--- config.mk ---
export PLATFORM = sky130hd
export DESIGN_NAME = mem_access_stage
export DESIGN_NICKNAME = d
export VERILOG_FILES = /design/src/rtl/mem_pkg.sv /design/src/rtl/load_formatter.sv /design/src/rtl/mem_access_stage.sv
export SDC_FILE = /design/constraint.sdc
export NUM_CORES = 1
export LEC_CHECK = 0
export ABC_AREA = 1
export BUFFER_PORTS_ARGS = -buffer_cell sky130_fd_sc_hd__buf_2
export CELL_PAD_IN_SITES_DETAIL_PLACEMENT = 0
export CELL_PAD_IN_SITES_GLOBAL_PLACEMENT = 1
export CORE_MARGIN = 8
export CORE_UTILIZATION = 30
export CTS_CLUSTER_SIZE = 8
export DETAILED_ROUTE_END_ITERATION = 8
export GPL_TIMING_DRIVEN = 1
export PLACE_DENSITY_LB_ADDON = 0.08
export SYNTH_ARGS = -nofsm -noshare
export SYNTH_HDL_FRONTEND = slang
export SYNTH_HIERARCHICAL = 1
export SYNTH_SLANG_ARGS = --single-unit
--- constraint.sdc ---
create_clock -name clk -period 1.8 [get_ports clk]
set_input_delay 0.18 -clock clk [delete_from_list [all_inputs] [get_ports clk]]
set_output_delay 0.18 -clock clk [all_outputs]
set_load 0.01 [all_outputs]
--- src/rtl/mem_pkg.sv ---
// rtl/mem_pkg.sv - shared funct3 encodings, FSM states and access helpers for the MEM stage
package mem_pkg;

    localparam logic [2:0] F3_LB  = 3'b000;
    localparam logic [2:0] F3_LH  = 3'b001;
    localparam logic [2:0] F3_LW  = 3'b010;
    localparam logic [2:0] F3_LBU = 3'b100;
    localparam logic [2:0] F3_LHU = 3'b101;
    localparam logic [2:0] F3_SB  = 3'b000;
    localparam logic [2:0] F3_SH  = 3'b001;
    localparam logic [2:0] F3_SW  = 3'b010;

    typedef enum logic [1:0] {
        IDLE = 2'd0,
        REQ  = 2'd1,
        DONE = 2'd2
    } state_t;

    function automatic logic [3:0] store_strobe(input logic [2:0] f3, input logic [1:0] lane);
        case (f3)
            F3_SB:   store_strobe = 4'b0001 << lane;
            F3_SH:   store_strobe = lane[1] ? 4'b1100 : 4'b0011;
            default: store_strobe = 4'b1111;
        endcase
    endfunction

    function automatic logic [31:0] store_data(input logic [2:0] f3, input logic [31:0] data);
        case (f3)
            F3_SB:   store_data = {4{data[7:0]}};
            F3_SH:   store_data = {2{data[15:0]}};
            default: store_data = data;
        endcase
    endfunction

    // Halfword sizes share funct3[1:0] = 01 and word sizes 10 for loads and stores alike.
    function automatic logic is_misaligned(input logic [2:0] f3, input logic [1:0] lane);
        case (f3[1:0])
            2'b01:   is_misaligned = lane[0];
            2'b10:   is_misaligned = (lane != 2'b00);
            default: is_misaligned = 1'b0;
        endcase
    endfunction

    function automatic logic is_illegal(input logic [2:0] f3, input logic is_store);
        if (is_store)
            is_illegal = (f3 > F3_SW);
        else
            is_illegal = (f3 == 3'b011) || (f3 == 3'b110) || (f3 == 3'b111);
    endfunction

endpackage

--- src/rtl/load_formatter.sv ---
// rtl/load_formatter.sv - selects the addressed byte/half of a read word and extends it
module load_formatter
    import mem_pkg::*;
(
    input  logic [31:0] rdata,
    input  logic [2:0]  funct3,
    input  logic [1:0]  lane,
    output logic [31:0] result
);

    logic [7:0]  byte_sel;
    logic [15:0] half_sel;

    always_comb begin
        case (lane)
            2'd0:    byte_sel = rdata[7:0];
            2'd1:    byte_sel = rdata[15:8];
            2'd2:    byte_sel = rdata[23:16];
            default: byte_sel = rdata[31:24];
        endcase
        half_sel = lane[1] ? rdata[31:16] : rdata[15:0];
    end

    always_comb begin
        case (funct3)
            F3_LB:   result = {{24{byte_sel[7]}}, byte_sel};
            F3_LBU:  result = {24'd0, byte_sel};
            F3_LH:   result = {{16{half_sel[15]}}, half_sel};
            F3_LHU:  result = {16'd0, half_sel};
            default: result = rdata;
        endcase
    end

endmodule

--- src/rtl/mem_access_stage.sv ---
// rtl/mem_access_stage.sv - pipeline MEM stage: data-memory bus access, stall and load/store formatting
module mem_access_stage
    import mem_pkg::*;
#(
    parameter int TIMEOUT = 255
) (
    input  logic        clk,
    input  logic        resetn,
    input  logic        valid_in,
    input  logic        mem_read_in,
    input  logic        mem_write_in,
    input  logic [2:0]  funct3_in,
    input  logic [31:0] alu_result_in,
    input  logic [31:0] store_data_in,
    input  logic [4:0]  rd_address_in,
    input  logic        reg_write_in,
    input  logic [1:0]  alu_or_load_or_pc_plus_four_in,
    input  logic [31:0] pc_plus_four_in,
    output logic [31:0] read_data_out,
    output logic [31:0] alu_result_out,
    output logic [4:0]  rd_address_out,
    output logic [1:0]  alu_or_load_or_pc_plus_four_out,
    output logic [31:0] pc_plus_four_out,
    output logic        reg_write_out,
    output logic        stall_out,
    output logic        fault_out,
    output logic        dmem_req,
    output logic        dmem_we,
    output logic [31:0] dmem_addr,
    output logic [31:0] dmem_wdata,
    output logic [3:0]  dmem_wstrb,
    input  logic        dmem_ready,
    input  logic [31:0] dmem_rdata
);

    localparam logic [15:0] TIMEOUT_LAST = 16'(TIMEOUT - 1);

    state_t      state_q, state_d;
    logic [15:0] cnt_q, cnt_d;
    logic [31:0] addr_q, addr_d;
    logic        we_q, we_d;
    logic [3:0]  wstrb_q, wstrb_d;
    logic [31:0] wdata_q, wdata_d;
    logic [2:0]  f3_q, f3_d;
    logic        abort_q, abort_d;
    logic [31:0] load_data_q, load_data_d;

    logic        is_store;
    logic        start;
    logic        access_bad;
    logic        start_ok;
    logic        start_bad;
    logic        req_timeout;
    logic [31:0] fmt_data;

    logic        stall_c;
    logic        req_c;
    logic        fault_c;
    logic        rw_c;

    assign is_store    = mem_write_in & ~mem_read_in;
    assign start       = valid_in & (mem_read_in | mem_write_in) & (state_q == IDLE);
    assign access_bad  = is_misaligned(funct3_in, alu_result_in[1:0]) | is_illegal(funct3_in, is_store);
    assign start_ok    = start & ~access_bad;
    assign start_bad   = start & access_bad;
    assign req_timeout = (cnt_q == TIMEOUT_LAST);

    load_formatter u_load_formatter (
        .rdata  (dmem_rdata),
        .funct3 (f3_q),
        .lane   (addr_q[1:0]),
        .result (fmt_data)
    );

    always_ff @(posedge clk or negedge resetn) begin
        if (!resetn) begin
            state_q     <= IDLE;
            cnt_q       <= 16'd0;
            addr_q      <= 32'd0;
            we_q        <= 1'b0;
            wstrb_q     <= 4'd0;
            wdata_q     <= 32'd0;
            f3_q        <= 3'd0;
            abort_q     <= 1'b0;
            load_data_q <= 32'd0;
        end else begin
            state_q     <= state_d;
            cnt_q       <= cnt_d;
            addr_q      <= addr_d;
            we_q        <= we_d;
            wstrb_q     <= wstrb_d;
            wdata_q     <= wdata_d;
            f3_q        <= f3_d;
            abort_q     <= abort_d;
            load_data_q <= load_data_d;
        end
    end

    always_comb begin
        state_d = state_q;
        case (state_q)
            IDLE:    if (start_ok) state_d = REQ;
            REQ:     if (dmem_ready || req_timeout) state_d = DONE;
            DONE:    state_d = IDLE;
            default: state_d = IDLE;
        endcase
    end

    // Request fields are frozen at start so the bus sees stable values for the whole REQ phase.
    always_comb begin
        cnt_d       = cnt_q;
        addr_d      = addr_q;
        we_d        = we_q;
        wstrb_d     = wstrb_q;
        wdata_d     = wdata_q;
        f3_d        = f3_q;
        abort_d     = abort_q;
        load_data_d = load_data_q;
        case (state_q)
            IDLE: begin
                if (start_ok) begin
                    cnt_d   = 16'd0;
                    abort_d = 1'b0;
                    addr_d  = alu_result_in;
                    we_d    = is_store;
                    f3_d    = funct3_in;
                    wstrb_d = is_store ? store_strobe(funct3_in, alu_result_in[1:0]) : 4'd0;
                    wdata_d = is_store ? store_data(funct3_in, store_data_in) : 32'd0;
                end
            end
            REQ: begin
                cnt_d = cnt_q + 16'd1;
                if (dmem_ready)
                    load_data_d = fmt_data;
                else if (req_timeout)
                    abort_d = 1'b1;
            end
            default: ;
        endcase
    end

    always_comb begin
        stall_c = 1'b0;
        req_c   = 1'b0;
        fault_c = 1'b0;
        case (state_q)
            IDLE: begin
                stall_c = start_ok;
                fault_c = start_bad;
            end
            REQ: begin
                stall_c = 1'b1;
                req_c   = 1'b1;
            end
            DONE:    fault_c = abort_q;
            default: ;
        endcase
        // DONE replays the held instruction once with stall released; only an abort blocks its write.
        if (state_q == DONE)
            rw_c = reg_write_in & valid_in & ~abort_q;
        else
            rw_c = reg_write_in & valid_in & ~stall_c & ~fault_c;
    end

    assign stall_out     = stall_c & resetn;
    assign dmem_req      = req_c & resetn;
    assign fault_out     = fault_c & resetn;
    assign reg_write_out = rw_c & resetn;

    assign dmem_we    = we_q;
    assign dmem_addr  = {addr_q[31:2], 2'b00};
    assign dmem_wdata = wdata_q;
    assign dmem_wstrb = wstrb_q;

    assign read_data_out                   = load_data_q;
    assign alu_result_out                  = alu_result_in;
    assign rd_address_out                  = rd_address_in;
    assign alu_or_load_or_pc_plus_four_out = alu_or_load_or_pc_plus_four_in;
    assign pc_plus_four_out                = pc_plus_four_in;

endmodule

---- Word level (Yosys, flattened, before mapping) ----
Cells that the tools add are included.
word-level totals
  register bits ........................... 123
  input bits .............................. 145
  output and inout port bits .............. 176
  logic and storage cells ................. 87
cells by class
  $add $sub $neg .......................... 1
  $lt $le $gt $ge ......................... 1
  eq/ne operators ......................... 18
  shift operators ......................... 1
  muxes and demuxes ....................... 23
  bitwise logic cells ..................... 20
  reduce and logical (&&, ||, !) cells .... 14
operator list
  cell                                                               count
  32-bit one-hot mux with 4 select lines                             1
  32-bit one-hot mux with 2 select lines                             1
  16-bit 2-to-1 mux                                                  2
  32-bit 2-to-1 mux                                                  1
  16-bit one-hot mux with 2 select lines                             1
  8-bit one-hot mux with 3 select lines                              1
  16-bit by 1-bit adder with 16-bit output (second input constant)   1
  16-bit by 8-bit == test with 1-bit output (second input constant)  1
  1-bit AND                                                          13
  3-bit == test (second input constant)                              4
  4-bit 2-to-1 mux                                                   2
  2-bit inequality test (second input constant)                      4
  1-bit one-hot mux with 2 select lines                              4
  4-bit one-hot mux with 2 select lines                              1
  2-bit AND reduction                                                4
  2-bit by 1-bit == test with 1-bit output (second input constant)   3
  2-bit == test (second input constant)                              3
  3-bit by 1-bit == test with 1-bit output (second input constant)   2
  3-bit logical NOT                                                  2
  1-bit 2-to-1 mux                                                   6
  1-bit NOT                                                          5
  2-bit logical NOT                                                  2
  2-bit 2-to-1 mux                                                   2
  2-bit one-hot mux with 2 select lines                              1
  other kinds (7)                                                    11

---- Depth between registers and ports, before layout ----
Gate-level depths: netlist of run 1.
  depth in word-level cells ............... 13
  gate-level depth with buffers ........... 11
  gate-level depth less buffers ........... 11

---- Cells and area by module ----
The synthesis of run 1 kept the hierarchy.
modules (own cells, without submodules)
  module            instances  cells an instance  area an instance (sq um)  sequential area each (sq um)
  mem_access_stage  1          755                6422.4                    3078.0
  load_formatter    1          192                895.9                     0.0

---- Worst setup path before layout of run 1 ----
Ideal clock, no wire load.
  kind .................................... register to register
  start ................................... register addr_q[0]
  end ..................................... register load_data_q[8] (netlist: read_data_out[8])
  library setup time ...................... 0.125 ns
  data arrival time ....................... 1.360 ns
  required time ........................... 1.675 ns
  path slack .............................. 0.316 ns
  stages on the path, launching flop included .. 8
  path buffers ............................ 2
  clock period less this slack ............ 1.484 ns
  cells stage by stage .................... dfrtp_1 > buf_6 > nand2_2 > or2_1 > nand3_4 > buf_6 > nand3_1 > mux2_2
on the way
  longest elaborated chain between the ends .. 3
  elaborated cells between the ends (all ways) .. 5
  those cells by class .................... 2 x eq/ne; 2 x mux; 1 x reduce/logical
ends and longest elaborated chain
  element                                     RTL line                RTL
  start, declared                             mem_access_stage.sv:40  logic [31:0] addr_q, addr_d;
  start signal, assigned                      mem_access_stage.sv:89  addr_q <= addr_d;
  2-bit == test (tied with other cells)       load_formatter.sv:15    case (lane)
  8-bit one-hot mux with 3 select lines (*)   load_formatter.sv:15
  32-bit one-hot mux with 4 select lines (*)  load_formatter.sv:25    case (funct3)
  named net fmt_data[8]                       mem_access_stage.sv:54  logic [31:0] fmt_data;
  end signal, assigned                        mem_access_stage.sv:95  load_data_q <= load_data_d;
  end, declared                               mem_access_stage.sv:46  logic [31:0] load_data_q, load_data_d;
Mark *: on every way through the listed nets, which the timed path passes. The rest lies on a longest branch.
A chain may end at the register's enable or synchronous reset.

---- Worst setup path after layout of run 1 ----
  start ................................... register state_q[1]
  end ..................................... output stall_out
on the way
  longest elaborated chain between the ends .. 5
  elaborated cells between the ends (all ways) .. 6
  those cells by class .................... 1 x eq/ne; 1 x mux; 3 x bitwise; 1 x reduce/logical
ends and longest elaborated chain
  element                                    RTL line                                         RTL
  start, declared                            mem_access_stage.sv:38                           state_t state_q, state_d;
  start signal, assigned                     mem_access_stage.sv:87                           state_q <= state_d;
  2-bit logical NOT                          mem_access_stage.sv:62, mem_access_stage.sv:146
  1-bit AND                                  mem_access_stage.sv:62                           assign start = valid_in & (mem_read_in | mem_write_in) & (state_q == IDLE);
  1-bit AND                                  mem_access_stage.sv:64                           assign start_ok = start & ~access_bad;
  1-bit one-hot mux with 2 select lines (*)  mem_access_stage.sv:146                          case (state_q)
  1-bit AND (*)                              mem_access_stage.sv:165                          assign stall_out = stall_c & resetn;
  end, declared                              mem_access_stage.sv:25                           output logic stall_out,
Mark *: on every way between the ends. The rest lies on a longest branch, timed or not.

==> flow_metrics.env, run 1 <==
export IMPL_status="finished, final reports clean"
export IMPL_worst_setup_path_start_kind="flop"
export IMPL_fp_dieH_um=172.2
export IMPL_final_core_utilization_pct=38.16
export IMPL_place_congestion=0.7685
export IMPL_ant_nets=0
export IMPL_dieArea_mm2=0.02965
export IMPL_cp_required_ns=1.62
export IMPL_grt_use_met1_pct=20.21
export IMPL_worst_setup_path_type="reg -> out"
export IMPL_core_area_mm2=0.02411
export IMPL_postSynthCellCount=947
export IMPL_place_worst_setup_slack_ns=0.1081
export IMPL_ir_drop_uv=566.8
export IMPL_worst_slack_ns=0.04605
export IMPL_start_util_pct=30.36
export IMPL_cp_arrival_ns=1.57
export IMPL_grt_pass1_vias=6493
export IMPL_period_needed_ns=1.754
export IMPL_leakage_uw=0.005066
export IMPL_hold_viol_final=0
export IMPL_r2r_slack_ns=0.12
export IMPL_yosysUniqueCellTypes=33
export IMPL_io_pins=321
export IMPL_clk_pin_slew_worst_paths_ns=0.06
export IMPL_grt_overflow=0
export IMPL_worst_slew_pin_slew_ns=0.8037
export IMPL_drc=0
export IMPL_synth_edff_count=0
export IMPL_drive_gt1_share_pct=31.32
export IMPL_vias_per_cell=4.326
export IMPL_skew_ns=0.01214
export IMPL_met3_usage_pct=4.589
export IMPL_grt_busiest_layer="met2"
export IMPL_grt_use_met2_pct=24.65
export IMPL_synth_top_area_share_pct=42.06
export IMPL_power_total_uw=13140
export IMPL_cts_tree="built"
export IMPL_pwr_share_seq_pct=33.2
export IMPL_synth_seq_area_share_pct=42.06
export IMPL_fin_cells=1468
export IMPL_slew_headroom_pct=46.42
export IMPL_grt_antenna_before_repair=7
export IMPL_final_cell_mix="nand2_1, buf_2, dfrtp_1, nor2_1, nand3_1"
export IMPL_setup_viol=0
export IMPL_synthTopCellsByArea="dfrtp_1, nand2_1, buf_4"
export IMPL_ys_async_sr_fraction_pct=100.0
export IMPL_cts_buffers=17
export IMPL_synth_ff_type="dfrtp_1"
export IMPL_root_buffer="clkbuf_16"
export IMPL_netSwitchingPower_uw=4749
export IMPL_portBuffers=240
export IMPL_synth_area_mm2=0.007318
export IMPL_placed_area_mm2=0.008114
export IMPL_p_sw_share_pct=36.15
export IMPL_wire_per_inst_um=15.77
export IMPL_dieWidth_um=172.2
export IMPL_drt_wl_total_mm=23.15
export IMPL_drv_cap=0
export IMPL_place_hpwl_mm=16.58
export IMPL_drv_slew=0
export IMPL_powerDensity_mw_per_mm2=1428
export IMPL_internal_power_uw=8388
export IMPL_yosysWarnings=6
export IMPL_crit_fanout=3
export IMPL_pwr_share_comb_pct=36.0
export IMPL_grt_max_degree=124
export IMPL_clockBufferDepth=2
export IMPL_grt_use_total_pct=15.58
export IMPL_max_freq_ghz=0.5701
export IMPL_drt_iter0_drc=373
export IMPL_final_common_cell="nand2_1"
export IMPL_finalCritPeriodShare_pct=97.44
export IMPL_dr_pass1_iters=5
export IMPL_placedCellCount=1397
export IMPL_post_synth_top_area_cell="dfrtp_1"
export IMPL_nNetsFinal=1282
export IMPL_cts_sinks=123
export IMPL_grt_pass1_wl_mm=35.99
export IMPL_clock_latency_ns=0.42
export IMPL_rsz0062_at_grt="yes"
export IMPL_fin_area_mm2=0.009199
export IMPL_htreeDepth=4
export IMPL_area_delta_synth_final_pct=25.70
export IMPL_rows=57
export IMPL_cp_end_kind="primary output"
export IMPL_p_clk_share_pct=30.8
export IMPL_via_count=6351
export IMPL_post_synth_cell_area_avg_um2=7.728
export IMPL_synth_seq_cells=123
export IMPL_holdCritPathClass="in -> reg"
## synth_stat cells (7+ instances only)
master,number
a21oi_1,9
buf_2,8
buf_4,105
buf_6,19
dfrtp_1,123
ha_1,7
inv_1,40
mux2_2,32
nand2_1,371
nand3_1,64
nor2_1,80
o21ai_0,42
## timing repair
item / CTS / global route
pin swaps: 4 / 4
setup endpoints to repair: 3 / 38
buffers inserted: 4 / 1
resized for setup: 9 / 3
hold buffers: 33 / 0
hold endpoints to repair: 155 / 0
## cell families (layout without fill, tap and decap cells)
| kind of cell | after synthesis | in the layout | synth area share, % |
|---|---|---|---|
| other cells | 1 | 3 | 0.05124 |
| fa+ha+maj | 7 | 7 | 1.197 |
| buf+inv | 181 | 376 | 16.76 |
| flops | 123 | 123 | 42.06 |
| simple gates | 541 | 541 | 30.38 |
| mux | 32 | 32 | 4.924 |
| compound gates | 62 | 62 | 4.633 |
## registers in the layout (all words and copies together) (netlist names)
signal,flops
addr_q,32
dmem_wdata,32
read_data_out,32
cnt_q,16
dmem_wstrb,4
f3_q,3
state_q,2
abort_q,1
dmem_we,1
## final timing paths
check | cells past startpoint | startpoint | end
max in group asynchronous | 3 | resetn | dmem_wdata[10]
min reg2reg | 2 | dmem_wstrb[2] | dmem_wstrb[2]
min in group asynchronous | 3 | resetn | cnt_q[0]
max reg2reg | 8 | state_q[1] | addr_q[10]
max | 6 | state_q[1] | stall_out
min | 3 | store_data_in[7] | dmem_wdata[7]
## per-layer routing
metal	part of all wire [%]	routed length (um)	up-vias
li1	-	-	3253
met1	44	10280	2885
met2	46	10680	172
met3	8.3	1911	29
met4	0.92	213	12
met5	0.28	65	-
## through the flow
step | hold slack (ns) | setup TNS [ns]
after floorplan | -0.1156 | 0
after global placement | 0.3514 | 0
after detailed placement | 0.3508 | 0
after CTS | 0.002563 | -0.06894
after global routing | 0.03499 | -0.03939
final | 0.02035 | 0
## critical path: stages, from the launching register on
cell     delay (ns)
dfrtp_2        0.45
nor3_4         0.24
nand3_4        0.13
nand2_4        0.08
inv_2          0.04
nor2_2         0.07
buf_2          0.14
## layout make-up
class,instances,area (um^2)
Timing Repair Buffer,300,1815
Clock buffer,19,442.9
Fill cell,2625,14910
Sequential cell,123,3080
Antenna cell,1,2.502
Inverter,44,170.2
Tap cell,324,405.4
Multi-Input combinational cell,644,3044
Clock inverter,13,237.7
## power by group through the flow
stage	clock network [uW]	logic (uW)	registers, uW
floorplan	0	3230	4530
global placement	0	4700	4410
detailed placement	0	4720	4410
CTS	4170	4830	4380
global route	4260	5380	4530
finish	4040	4730	4360
Note: power is estimated with default switching activity, not from simulation.
==> run 2: changes to the inputs <==
ABC_AREA = default   (was 1)
CTS_CLUSTER_SIZE = 12   (was 8)
==> flow_metrics.env, run 2 <==
export IMPL_status="finished, violations left"
export IMPL_violations="negative setup slack"
export IMPL_grt_antenna_before_repair=1
export IMPL_io_pins=321
export IMPL_dr_pass1_iters=5
export IMPL_holdPathEnd="addr_q[11]"
export IMPL_drv_cap=0
export IMPL_hold_viol_final=0
export IMPL_cts_sinks=123
export IMPL_vias_per_cell=4.901
export IMPL_ant_nets=0
export IMPL_grt_max_degree=91
export IMPL_drive_gt1_share_pct=53.15
export IMPL_finalCritPeriodShare_pct=110.6
export IMPL_cp_end_kind="primary output"
export IMPL_yosys_cell_count_top_type="dfrtp_1"
export IMPL_post_synth_top_area_cell="dfrtp_1"
export IMPL_clockBufferDepth=2
export IMPL_cp_arrival_ns=1.81
export IMPL_r2r_slack_ns=-0.19
export IMPL_cts_buffers=17
export IMPL_dieArea_mm2=0.02913
export IMPL_power_total_uw=12940
export IMPL_slew_headroom_pct=64.91
export IMPL_grt_overflow=0
export IMPL_whs_path_depth=2
export IMPL_rr_worst_depth=6
export IMPL_grt_use_total_pct=15.86
export IMPL_final_common_cell="buf_2"
export IMPL_place_hpwl_mm=17.37
export IMPL_rsz0062_at_grt="yes"
export IMPL_worst_slack_ns=-0.1902
export IMPL_final_cell_mix="buf_2, dfrtp_1, buf_4, mux2_2, nor2_1"
export IMPL_core_area_mm2=0.02347
export IMPL_drt_iter0_drc=300
export IMPL_post_synth_cell_area_avg_um2=11.01
export IMPL_drv_slew=0
export IMPL_synth_top_cells_by_count="dfrtp_1, buf_4, mux2_2"
export IMPL_place_congestion=0.8179
export IMPL_placed_area_mm2=0.008422
export IMPL_worst_setup_path_start_kind="primary input"
export IMPL_nNetsFinal=1027
export IMPL_area_delta_synth_final_pct=38.75
export IMPL_cts_tree="built"
export IMPL_crit_fanout=4
export IMPL_portBuffers=240
export IMPL_cp_required_ns=1.62
export IMPL_fin_area_mm2=0.009960
export IMPL_grt_pass1_vias=6203
export IMPL_setup_viol=75
export IMPL_max_freq_ghz=0.5025
export IMPL_worst_setup_path_type="in -> out"
export IMPL_synth_edff_count=0
export IMPL_fin_worst_hold_slack_ns=0.01755
export IMPL_ir_drop_uv=596.2
export IMPL_rows=56
export IMPL_period_needed_ns=1.990
export IMPL_fp_dieH_um=170.7
export IMPL_worst_slew_pin_slew_ns=0.5263
export IMPL_r2r_end="addr_q[21]"
export IMPL_wire_per_inst_um=20.23
export IMPL_synth_seq_cells=123
export IMPL_clk_pin_slew_worst_paths_ns=0.06
export IMPL_grt_pass1_wl_mm=35.69
export IMPL_reg2reg_from="state_q[0]"
export IMPL_synth_seq_area_share_pct=42.88
export IMPL_postSynthCellCount=652
export IMPL_synth_top_area_share_pct=42.88
export IMPL_start_util_pct=30.58
export IMPL_synthTopCellsByArea="dfrtp_1, buf_4, mux2_2"
export IMPL_root_buffer="clkbuf_16"
export IMPL_powerDensity_mw_per_mm2=1299
export IMPL_diodes=0
export IMPL_holdCritPathClass="in -> reg"
export IMPL_synth_ff_type="dfrtp_1"
export IMPL_drc=0
export IMPL_dieWidth_um=170.7
export IMPL_yosysWarnings=6
export IMPL_ys_async_sr_fraction_pct=100.0
export IMPL_leakage_uw=0.004863
export IMPL_synth_area_mm2=0.007178
export IMPL_htreeDepth=4
export IMPL_drt_wl_total_mm=24.42
export IMPL_clock_latency_ns=0.42
export IMPL_skew_ns=0.01189
export IMPL_yosysUniqueCellTypes=63
export IMPL_hold_start="alu_result_in[11]"
export IMPL_via_count=5916
## run 2: cell count changes after synthesis, moves of 14 or more
cell,change
inv_1,-26
o21ai_0,-25
a22oi_1,+16
mux2_2,+15
a21oi_1,+14
nor2_1,-41
a22o_1,+16
o2bb2ai_1,+21
nand2_1,-345
nand3_1,-58
o22ai_1,+16
mux2_4,+22
## run 2: timing repair
action | CTS | global route
gates resized for setup | 22 | 44
gates cloned | 4 | 7
buffers inserted | 8 | 5
hold buffers | 23 | 1
hold endpoints to repair | 145 | 1
setup endpoints to repair | 31 | 82
pin swaps | 9 | 14
## run 2: layer usage
metal | vias to the layer above | share of wire [%] | GRT usage, %
met1 | 2916 | 41 | 19.43
met4 | 2 | 2.3 | 5.645
met2 | 221 | 49 | 25.99
met5 | - | 0.053 | 0
li1 | 2719 | - | -
met3 | 58 | 8.3 | 4.886
## run 2: power breakdown
| part | leakage, uW | switching [uW] | internal (uW) |
|---|---|---|---|
| logic | 0.00299 | 2440 | 2610 |
| registers | 0.00156 | 532 | 3590 |
| clock network | 0.000312 | 1410 | 2350 |
## run 2: logic make-up (layout without fill, tap and decap cells)
family | count (synthesis) | in the layout | synth area share, %
buffers and inverters | 158 | 392 | 14.90
and+or+nand+nor | 123 | 124 | 8.803
adders and majority gates | 7 | 7 | 1.220
AOI/OAI and AO/OA | 148 | 148 | 15.48
other | 1 | 2 | 0.05224
muxes | 86 | 86 | 15.93
DFF | 123 | 123 | 42.88
xor gates and xnor gates | 6 | 6 | 0.7321
## run 2: final cells by class
cell class / instances / area, um^2
flip-flops and latches: 123 / 3080
inverters: 16 / 75.07
clock buffers: 18 / 429.2
clock inverters: 14 / 206.4
multi-input cells: 373 / 3426
well taps: 319 / 399.1
repair buffers: 344 / 2344
fillers: 2259 / 13510
## run 2: critical path: stages
cell and delay [ns]:
buf_2 0.20, inv_12 0.04, ha_4 0.23, and3_4 0.16, or2_4 0.26, buf_4 0.15, o31ai_2 0.20, buf_4 0.16
and2_4 0.13, buf_6 0.09
## run 2: worst max path at each step
stage	from	endpoint	depth (start not counted)
floorplan	funct3_in[1]	addr_q[10]	8
global placement	funct3_in[1]	addr_q[27]	8
detailed placement	funct3_in[1]	addr_q[22]	8
CTS	state_q[1]	stall_out	7
global route	state_q[0]	stall_out	7
finish	funct3_in[1]	stall_out	10
## run 2: through the flow
stage	setup TNS, ns	instances	setup WS, ns	util (%)
floorplan	-3.823	653	-0.1187	-
global placement	-19.89	1131	-0.3556	35.88
detailed placement	-22.44	1131	-0.4041	35.88
CTS	-6.739	1197	-0.2062	40.60
global route	-13.02	1207	-0.2803	42.43
finish	-8.032	1207	-0.1902	42.43
==> run 3: changes to the inputs <==
==> constraint.sdc (replaced) <==
create_clock -name clk -period 1.8 [get_ports clk]
set_input_delay 0.36 -clock clk [delete_from_list [all_inputs] [get_ports clk]]
set_output_delay 0.36 -clock clk [all_outputs]
set_load 0.01 [all_outputs]
==> flow_metrics.env, run 3 (synthesis results as in run 2) <==
export IMPL_status="finished, violations left"
export IMPL_violations="negative setup slack"
export IMPL_drt_wl_total_mm=23.78
export IMPL_via_count=5696
export IMPL_drv_slew=0
export IMPL_fin_area_mm2=0.009684
export IMPL_grt_busiest_layer="met2"
export IMPL_dieArea_mm2=0.02913
export IMPL_crit_fanout=8
export IMPL_worst_setup_path_start_kind="primary input"
export IMPL_finalSetupTns_ns=-12.15
export IMPL_final_cell_mix="buf_2, dfrtp_1, buf_4, mux2_2, nor2_1"
export IMPL_pwr_share_seq_pct=32.3
export IMPL_dieWidth_um=170.7
export IMPL_place_hpwl_mm=17.16
export IMPL_rsz0062_at_grt="yes"
export IMPL_finalCritPeriodShare_pct=116.0
export IMPL_ir_drop_uv=637.3
export IMPL_start_util_pct=30.58
export IMPL_worst_slack_ns=-0.2880
export IMPL_netSwitchingPower_uw=4281
export IMPL_slowest_delay_ns=0.50
export IMPL_leakage_uw=0.004765
export IMPL_cp_arrival_ns=2.38
export IMPL_drv_cap=0
export IMPL_cp_required_ns=2.09
export IMPL_vias_per_cell=4.803
export IMPL_drt_iter0_drc=285
export IMPL_grt_pass1_wl_mm=36.22
export IMPL_drc=0
export IMPL_cts_tree="built"
export IMPL_root_buffer="clkbuf_16"
export IMPL_fp_dieH_um=170.7
export IMPL_worst_slew_pin_slew_ns=0.8393
export IMPL_crit_buf_inv=4
export IMPL_fillers=2325
export IMPL_ant_nets=0
export IMPL_powerDensity_mw_per_mm2=1320
export IMPL_period_needed_ns=2.088
export IMPL_core_area_mm2=0.02347
export IMPL_cp_end_kind="flop"
export IMPL_clockBufferDepth=2
export IMPL_area_delta_synth_final_pct=34.91
export IMPL_p_sw_share_pct=33.49
export IMPL_placed_area_mm2=0.008432
export IMPL_grt_use_met1_pct=19.59
export IMPL_skew_ns=0.007358
export IMPL_p_clk_share_pct=29.1
export IMPL_dr_pass1_iters=4
export IMPL_clock_latency_ns=0.41
export IMPL_portBuffers=240
export IMPL_met3_usage_pct=5.116
export IMPL_place_worst_setup_slack_ns=-0.5970
export IMPL_grt_use_met2_pct=26.62
export IMPL_slew_headroom_pct=43.86
export IMPL_wire_per_inst_um=20.05
export IMPL_rows=56
export IMPL_holdCritPathClass="in -> async"
export IMPL_nNetsFinal=1006
export IMPL_crit_family="simple AND/OR/NAND/NOR gates"
export IMPL_grt_max_degree=102
export IMPL_drive_gt1_share_pct=55.31
export IMPL_power_total_uw=12780
export IMPL_grt_pass1_vias=6370
export IMPL_fin_worst_hold_slack_ns=0.1001
export IMPL_cts_buffers=17
export IMPL_grt_antenna_before_repair=2
export IMPL_max_freq_ghz=0.4789
export IMPL_cp_cell_sequence="buf_8 -> inv_6 -> ha_4 -> and3_4 -> or2_4 -> buf_4 -> or3_4 -> bufbuf_16 -> mux2_4"
export IMPL_hold_viol_final=0
export IMPL_internal_power_uw=8503
export IMPL_io_pins=321
export IMPL_htreeDepth=4
export IMPL_grt_overflow=0
export IMPL_final_common_cell="buf_2"
export IMPL_crit_slowest_cell="or3_4"
export IMPL_place_congestion=0.8228
export IMPL_grt_use_total_pct=15.98
export IMPL_worst_setup_path_type="in -> reg"
export IMPL_clk_pin_slew_worst_paths_ns=0.06
export IMPL_pwr_share_comb_pct=38.6
export IMPL_setup_viol=76
export IMPL_cts_sinks=123
[run 3: changes by cell type in the layout (fill, tap and decap cells not counted), moves of 3 or more]
cell,previous run,this run
o2bb2ai_2,7,13
mux2_2,46,43
clkinvlp_4,0,3
o2bb2ai_1,1,4
mux2_4,23,26
clkbuf_16,22,18
dlygate4sd3_1,24,2
o2bb2ai_4,13,4
buf_12,8,11
[run 3: timing repair]
action,CTS,global route
pin swaps,11,9
endpoints found under the setup margin,74,91
setup buffers,11,7
cloned,7,1
hold endpoints to repair,6,16
hold buffers,1,1
resized for setup,39,30
[run 3: final cells by class]
| class | instances | area (um^2) | area share (%) |
|---|---|---|---|
| Multi-Input combinational cell | 372 | 3312 | 34.20 |
| Sequential cell | 123 | 3082 | 31.82 |
| Timing Repair Buffer | 324 | 2181 | 22.52 |
| Clock buffer | 18 | 439.2 | 4.535 |
| Tap cell | 319 | 399.1 | 4.121 |
| Clock inverter | 13 | 191.4 | 1.977 |
| Inverter | 16 | 77.57 | 0.8010 |
| Antenna cell | 1 | 2.502 | 0.02584 |
[run 3: routing by layer]
layer / vias to the layer above / share of wire, %
met5: - / 0.055
met4: 2 / 1.6
met3: 40 / 7.3
met2: 178 / 49
met1: 2808 / 42
li1: 2668 / -
[run 3: worst paths after layout]
path                       slack [ns]         startpoint        endpoint  cells after the start
min                              0.10             resetn  dmem_wdata[12]                      2
max in group asynchronous        0.50             resetn       cnt_q[11]                      3
min reg2reg                      0.48            dmem_we         dmem_we                      1
min in group clk                 0.19  alu_result_in[26]      addr_q[26]                      2
max                             -0.29       funct3_in[0]       addr_q[7]                      9
max reg2reg                     -0.27         state_q[1]       addr_q[7]                      6
[run 3: stage by stage]
step,cells,util (%)
2_1_floorplan,653,-
3_3_place_gp,1129,35.92
3_5_place_dp,1129,35.92
4_1_cts,1179,40.50
5_1_grt,1186,41.26
6_report,1186,41.26
[run 3: worst register-to-register path, stage by stage (launching register included)]
cell and delay, ns:
dfrtp_1 0.39, nor2_2 0.16, o211ai_1 0.15, buf_4 0.17
or3_4 0.48, bufbuf_16 0.32, mux2_4 0.29
[run 3: power groups by stage]
stage	combinational, uW	clock (uW)	sequential [uW]
after floorplan	3040	0	4250
after global placement	4610	0	4140
after detailed placement	4670	0	4160
after CTS	4910	3840	4130
after global routing	5350	3950	4240
final	4930	3720	4130
